`config.mk`:
```
export PLATFORM = sky130hd
export DESIGN_NAME = approx_product_error_accumulator
export DESIGN_NICKNAME = d
export VERILOG_FILES = /design/src/rtl/approx_product_error_accumulator.sv
export SDC_FILE = /design/constraint.sdc
export NUM_CORES = 1
export LEC_CHECK = 0
export BUFFER_PORTS_ARGS = -buffer_cell sky130_fd_sc_hd__buf_2
export CAP_MARGIN = 20
export CORE_MARGIN = 1.5
export CORE_UTILIZATION = 59
export CTS_CLUSTER_DIAMETER = 40
export CTS_CLUSTER_SIZE = 8
export DETAILED_ROUTE_END_ITERATION = 8
export PLACE_DENSITY = 0.84
export SLEW_MARGIN = 20
export SYNTH_ARGS = -nofsm -noshare
export SYNTH_HDL_FRONTEND = slang
export SYNTH_SLANG_ARGS = --single-unit
```
`constraint.sdc`:
```
create_clock -name clk -period 6.3 [get_ports clk]
set_input_delay 0 -clock clk [delete_from_list [all_inputs] [get_ports clk]]
set_output_delay 0 -clock clk [all_outputs]
set_load 0.01 [all_outputs]
```
`src/rtl/approx_product_error_accumulator.sv`:
```
// Error characterisation of an approximate multiplier: compares each accepted product
// against the exact product and accumulates error count, error-distance sum and maximum.
module approx_product_error_accumulator #(
    parameter int WIDTH   = 4,
    parameter int SAMPLES = 256,
    parameter int ACC_W   = 16
) (
    input  logic                 clk,
    input  logic                 rst,
    input  logic                 start,
    input  logic                 in_valid,
    output logic                 in_ready,
    input  logic [WIDTH-1:0]     in1,
    input  logic [WIDTH-1:0]     in2,
    input  logic [2*WIDTH-1:0]   prod,
    output logic                 busy,
    output logic                 done,
    output logic [15:0]          err_count,
    output logic [ACC_W-1:0]     ed_sum,
    output logic [2*WIDTH-1:0]   ed_max
);

    localparam int PW = 2 * WIDTH;
    localparam logic [15:0] LAST_IDX = 16'(SAMPLES - 1);

    typedef enum logic [1:0] {IDLE, RUN, DRAIN, DONE} state_t;

    state_t             state_reg;
    logic               in_ready_reg;
    logic               busy_reg;
    logic               done_reg;
    logic [15:0]        count_reg;

    logic               s1_valid_reg;
    logic [WIDTH-1:0]   s1_in1_reg;
    logic [WIDTH-1:0]   s1_in2_reg;
    logic [PW-1:0]      s1_prod_reg;

    logic [15:0]        err_count_reg;
    logic [ACC_W-1:0]   ed_sum_reg;
    logic [PW-1:0]      ed_max_reg;

    logic               accept;
    logic [PW-1:0]      exact_next;
    logic [PW-1:0]      ed_next;
    logic [ACC_W:0]     sum_wide_next;
    logic [ACC_W-1:0]   sum_sat_next;

    // in_ready is a register that is high exactly in RUN, so acceptance never feeds back from in_valid
    assign accept = in_valid & in_ready_reg;

    always_comb begin
        exact_next    = {{WIDTH{1'b0}}, s1_in1_reg} * {{WIDTH{1'b0}}, s1_in2_reg};
        ed_next       = (exact_next >= s1_prod_reg) ? (exact_next - s1_prod_reg)
                                                    : (s1_prod_reg - exact_next);
        sum_wide_next = {1'b0, ed_sum_reg} + {{(ACC_W + 1 - PW){1'b0}}, ed_next};
        sum_sat_next  = sum_wide_next[ACC_W] ? {ACC_W{1'b1}} : sum_wide_next[ACC_W-1:0];
    end

    always_ff @(posedge clk) begin
        if (rst) begin
            state_reg     <= IDLE;
            in_ready_reg  <= 1'b0;
            busy_reg      <= 1'b0;
            done_reg      <= 1'b0;
            count_reg     <= '0;
            s1_valid_reg  <= 1'b0;
            s1_in1_reg    <= '0;
            s1_in2_reg    <= '0;
            s1_prod_reg   <= '0;
            err_count_reg <= '0;
            ed_sum_reg    <= '0;
            ed_max_reg    <= '0;
        end else begin
            s1_valid_reg <= accept;
            if (accept) begin
                s1_in1_reg  <= in1;
                s1_in2_reg  <= in2;
                s1_prod_reg <= prod;
            end

            if (s1_valid_reg) begin
                err_count_reg <= err_count_reg + {15'd0, (ed_next != '0)};
                ed_sum_reg    <= sum_sat_next;
                if (ed_next > ed_max_reg) begin
                    ed_max_reg <= ed_next;
                end
            end

            done_reg <= 1'b0;
            case (state_reg)
                IDLE: begin
                    if (start) begin
                        state_reg     <= RUN;
                        in_ready_reg  <= 1'b1;
                        busy_reg      <= 1'b1;
                        count_reg     <= '0;
                        err_count_reg <= '0;
                        ed_sum_reg    <= '0;
                        ed_max_reg    <= '0;
                    end
                end
                RUN: begin
                    if (accept) begin
                        if (count_reg == LAST_IDX) begin
                            state_reg    <= DRAIN;
                            in_ready_reg <= 1'b0;
                        end else begin
                            count_reg <= count_reg + 16'd1;
                        end
                    end
                end
                DRAIN: begin
                    state_reg <= DONE;
                    done_reg  <= 1'b1;
                end
                DONE: begin
                    state_reg <= IDLE;
                    busy_reg  <= 1'b0;
                end
                default: begin
                    state_reg    <= IDLE;
                    in_ready_reg <= 1'b0;
                    busy_reg     <= 1'b0;
                end
            endcase
        end
    end

    assign in_ready  = in_ready_reg;
    assign busy      = busy_reg;
    assign done      = done_reg;
    assign err_count = err_count_reg;
    assign ed_sum    = ed_sum_reg;
    assign ed_max    = ed_max_reg;

endmodule
```
; After elaboration in Yosys (flattened, before gate mapping)
; Index checks and enable logic that the tools add are counted.
; Widths: inputs -> output; s select.
[word_totals]
register_bits = 78
latchBits = 0
mem_bits_rw = 0
mem_bits_ro = 0
in_bits = 20
out_inout_bits = 43
wordCells = 63
n_memories = 0
[op_classes]
add_sub_neg = 5
n_mul = 1
div_mod_pow = 0
magnitude_cmp = 2
eq_ne = 8
n_shift = 0
mux = 26
bitwise_logic = 1
reduce_logical = 8
[op_table]
columns = op, n
row1 = $mux 16, 10
row2 = $mux 8, 5
row3 = $pmux 16 s2, 1
row4 = $add 16x8->17, 1
row5 = $add 16x1->16, 1
row6 = $add 16x1->16 const B, 1
row7 = $eq 16x8->1 const B, 1
row8 = $sub 8x8->8, 2
row9 = $ge 8x8->1, 1
row10 = $gt 8x8->1, 1
row11 = $mul 4x4->8, 1
row12 = $ne 2x2->1 const B, 4
row13 = $pmux 2 s4, 1
row14 = $reduce_and 4->1, 2
row15 = $reduce_bool 8->1, 1
row16 = $mux 2, 3
row17 = $eq 2x2->1 const B, 2
row18 = $mux 1, 4
row19 = $pmux 1 s2, 2
row20 = $reduce_bool 2->1, 2
row21 = $reduce_and 3->1, 1
row22 = $eq 2x1->1 const B, 1
row23 = $logic_not 2->1, 1
row24 = $reduce_and 2->1, 1
row25 = $and 1x1->1, 1

; Logic depth before layout (Yosys ltp)
[logic_depth]
word_depth = 8
ltp_mapped = 26
depth_no_buf = 24

; Worst setup path before layout
; Ideal clock, no wire load.
[synth_path]
kind = flip-flop to flip-flop
from = reg s1_in1_reg[0]
to = reg err_count_reg[8] (netlist: err_count[8])
setup_time_ns = 0.128
arrival_time_ns = 5.673
required_ns = 6.172
setup_slack_ns = 0.499
stages_incl_launch_ff = 24
path_buffers = 0
synth_period_minus_slack_ns = 5.801
path_cell_list = dfxtp_1 > nand2_1 > fa_1 > inv_1 > fa_1 > inv_1 > fa_1 > inv_1 > a21oi_1 > o21bai_1 > xor2_1 > ha_1 > a21oi_1 > a21boi_1 > a311oi_2 > mux4_1 > a2111o_1 > or4_1 > ha_1 > ha_1 > and3_1 > nand4_1 > xor2_1 > nor2_1
[synth_between]
elab_chain_cells = 8
word_cells_on_any_way = 10
classes_between = add/sub: 3 / mul: 1 / order compare: 1 / mux: 4 / reduce/logical: 1
[synth_lines]
columns = element, line
row1 = start: declaration, 35  ; logic [WIDTH-1:0] s1_in1_reg;
row2 = start signal: assignment, 77  ; s1_in1_reg <= in1;
row3 = $mul 4x4->8 (*), 53  ; exact_next = {{WIDTH{1'b0}}, s1_in1_reg} * {{WIDTH{1'b0}}, s1_in2_reg};
row4 = "$sub 8x8->8, or another cell as far along", 55  ; : (s1_prod_reg - exact_next);
row5 = $mux 8 (*), 54  ; ed_next = (exact_next >= s1_prod_reg) ? (exact_next - s1_prod_reg)
row6 = $reduce_bool 8->1 (*), 83  ; err_count_reg <= err_count_reg + {15'd0, (ed_next != '0)};
row7 = $add 16x1->16 (*), 83
row8 = $mux 16 (*), 82  ; if (s1_valid_reg) begin
row9 = $mux 16, 93  ; if (start) begin
row10 = $mux 16 (*), 91  ; case (state_reg)
row11 = end signal: assignment, 83
row12 = end: declaration, 39  ; logic [15:0] err_count_reg;
; Every way passes the cells marked *; elsewhere a longest branch is shown, timed or not.
; A chain may end at the register's enable or synchronous reset.

; Worst setup path after layout
[layout_path]
from = reg s1_in1_reg[0]
to = reg ed_sum_reg[8] (netlist: ed_sum[8])
[layout_between]
elab_chain_cells = 8
word_cells_on_any_way = 10
classes_between = add/sub: 3 / mul: 1 / order compare: 1 / mux: 5
[layout_lines]
columns = element, line
row1 = $mul 4x4->8 (*), 53
row2 = "$sub 8x8->8, or another cell as far along", 55
row3 = $mux 8 (*), 54
row4 = $add 16x8->17 (*), 56  ; sum_wide_next = {1'b0, ed_sum_reg} + {{(ACC_W + 1 - PW){1'b0}}, ed_next};
row5 = $mux 16 (*), 57  ; sum_sat_next = sum_wide_next[ACC_W] ? {ACC_W{1'b1}} : sum_wide_next[ACC_W-1:0];
row6 = $mux 16 (*), 82
row7 = $mux 16, 93
row8 = $mux 16 (*), 91
row9 = end signal: assignment, 84  ; ed_sum_reg <= sum_sat_next;
row10 = end: declaration, 40  ; logic [ACC_W-1:0] ed_sum_reg;
; Marked as above.

==> reports/qor.yml <==
outcome:
  status: "complete, no violations"
placement:
  dp.cells: 736
  place_area_mm2: 0.00526
  finalWeightedCongestion: 0.873
  dp_hpwl_um: 7760
  io_buffers: 62
global_route:
  grt_use_total_pct: 23.9
  gr-max-usage-layer: "met2"
  met2_usage_pct: 41.2
  use_met3_pct: 3.88
  grt.overflow.total: 0
  grt_pass1_vias: 3838
  grt_max_degree: 33
  grt_pass1_wl_um: 17000
  antenna_found_initial: 0
  met1_usage_pct: 30.3
layout:
  final_cell_mix: "74 x dfxtp_1, 65 x nand2_1, 62 x buf_2"
  fillers: 625
  diodes: 0
  stdcell_count: 774
  final_common_cell: "dfxtp_1"
  drive_gt1_share_pct: 17.3
  syn_to_final_growth_pct: 17.1
  stdcell_area_mm2: 0.00573
  final_core_util_pct: 70.4
  finalNetCount: 741
yosys:
  synthArstFlopShare_pct: 0
  synth_xor_area_share_pct: 7.52
  yosysTopAreaCell: "dfxtp_1"
  synth_edf_count: 0
  synth-warning-count: 0
  synth.distinct_cells: 53
  synth_seq_area_share_pct: 31.9
  ys_seq_elements: 78
  synth_top_area_share_pct: 31.9
  synth_top_family_by_area: "simple AND/OR/NAND/NOR gates"
  synth_compound_area_share_pct: 14.2
  synth_fa_ha_area_share_pct: 15.7
  syn_area_mm2: 0.00489
  synth_area_leaders: "dfxtp_1 32%, ha_1 13%, a21oi_1 5.5%"
  syn_area_per_cell_um2: 8.37
  synthMuxAreaShare_pct: 4.04
  synth_cells: 584
  yosys.area_share.simple_pct: 21.6
  synth_top_flop_cell: "dfxtp_1"
  synth_nets: 661
critical_path:
  cp-start-kind: "flop"
  r2r-start: "s1_in1_reg[0]"
  setup.worst_path.class: "flop to flop"
  startpoint: "s1_in1_reg[0]"
  arrival_ns: 6.39
  crit_required_ns: 6.58
  cp_max_fo: 6
  cp-end-kind: "flop"
route:
  drt_first_pass_iters: 4
  wire_per_inst_um: 13.8
  vias: 4314
  drt_wl_total_um: 10700
  vias_per_cell: 5.57
  ant_nets: 0
  drt_iter0_drc: 131
  drc_errors: 0
die:
  dieArea_mm2: 0.00884
  ios: 63
  die_h_um: 94.0
  initial_core_util_pct: 60.1
  coreArea_mm2: 0.00813
  dieWidth_um: 94.0
  rows: 33
clocking:
  root_buffer: "clkbuf_8"
  clock_latency_ns: 0.36
  cts_tree: "done"
  clk_pin_slew_ns: 0.09
  cts_num_sinks: 78
  htreeDepth: 3
  numCtsBuffers: 9
  clk_path_buf_depth: 2
sta:
  period_share_pct: 97.0
  hold_slack_ns: 0.0797
  setup_viol_count_final: 0
  slew_viol_final: 0
  maxSlewHeadroom_pct: 57.9
  hold_violations: 0
  period_minus_slack_ns: 6.11
  fmax_mhz: 164
  tightest_slew_ns: 0.631
  fin_skew_ns: 0.0153
power:
  max-vdd-ir-drop_v: 0.000191
  power.leakage_uw: 0.00251
  power_density_mw_per_mm2: 278
job:
  drv_cap: 0
min_path:
  min_path_type: "input pin to flop"
  min_from: "rst"
[power by group]
group | total (µW) | internal, µW | leakage, µW | switching [µW]
Combinational | 664 | 294 | 0.00178 | 369
Clock | 375 | 157 | 0.000103 | 218
Sequential | 553 | 523 | 0.000632 | 30.2
Total | 1590 | 975 | 0.00251 | 618
[critical path, cell delays in order, from the launching register on]
cell      delay, ns
dfxtp_2        0.36
nand2_1        0.08
fa_1           0.53
inv_1          0.06
fa_1           0.57
inv_1          0.07
fa_1           0.45
inv_1          0.07
a21oi_1        0.06
o21bai_1       0.15
xor2_1         0.21
ha_2           0.35
and3_2         0.26
a311oi_4       0.35
buf_6          0.19
clkbuf_2       0.16
buf_4          0.12
mux2i_1        0.25
xnor2_1        0.24
ha_1           0.32
o21a_1         0.12
o21ai_0        0.20
a21oi_1        0.15
or2_2          0.35
and4b_1        0.23
nor3_1         0.15
[metrics by stage]
step / power (µW) / setup WS (ns) / TNS [ns]
final: 1590 / 0.190 / 0
after floorplan: 1010 / 0.499 / 0
after global placement: 1130 / 0.266 / 0
after detailed placement: 1150 / 0.125 / 0
after global routing: 1690 / -0.0842 / -0.776
after CTS: 1540 / 0.104 / 0
[path summary, 6_finish.rpt]
kind | slack (ns) | to | cells past startpoint
max | 0.19 | ed_sum[8] | 25
min reg2reg | 0.46 | s1_prod_reg[7] | 2
max reg2reg | 0.19 | ed_sum[8] | 25
min | 0.08 | s1_valid_reg | 2
[synth_stat cells (5+ instances only)]
cell / count
o21ai_0: 24
nand3_1: 12
and2_1: 13
inv_1: 39
nor2_1: 51
a21o_1: 6
ha_1: 50
nor3_1: 15
mux2i_1: 16
a21oi_1: 54
nand2_1: 65
and3_1: 14
xnor2_1: 12
fa_1: 7
nor2b_1: 5
xor2_1: 30
clkbuf_1: 15
dfxtp_1: 78
o21a_1: 6
nand4_1: 12
nand2b_1: 6
[cells by family (layout without fill, tap and decap cells)]
logic type / after synthesis / in the layout
fa+ha+maj: 57 / 57
simple gates: 216 / 216
buf+inv: 58 / 143
xor+xnor: 42 / 42
mux: 18 / 18
flops: 78 / 78
compound gates: 115 / 115
[cell type report]
cell class,instances,area (µm²),share of cell area (%)
Multi-Input combinational cell,448,3140,54.8
Sequential cell,78,1570,27.4
Timing Repair Buffer,88,547,9.55
Inverter,39,146,2.56
Tap cell,105,131,2.29
Clock buffer,9,124,2.16
Clock inverter,7,76.3,1.33
[per-layer routing]
metal  part of all wire, %  up-vias
li1                      -     2168
met1                    46     2002
met2                    48      129
met3                   4.7       15
met4                   1.4        0
met5                     0        -
[repair_timing]
action                                  in CTS  in global routing
endpoints found under the setup margin       0                 38
hold buffers                                16                  0
hold endpoints to repair                    16                  0
resized for setup                            0                 20
setup buffers                                0                  6
Power figures use the tool's default switching activity.
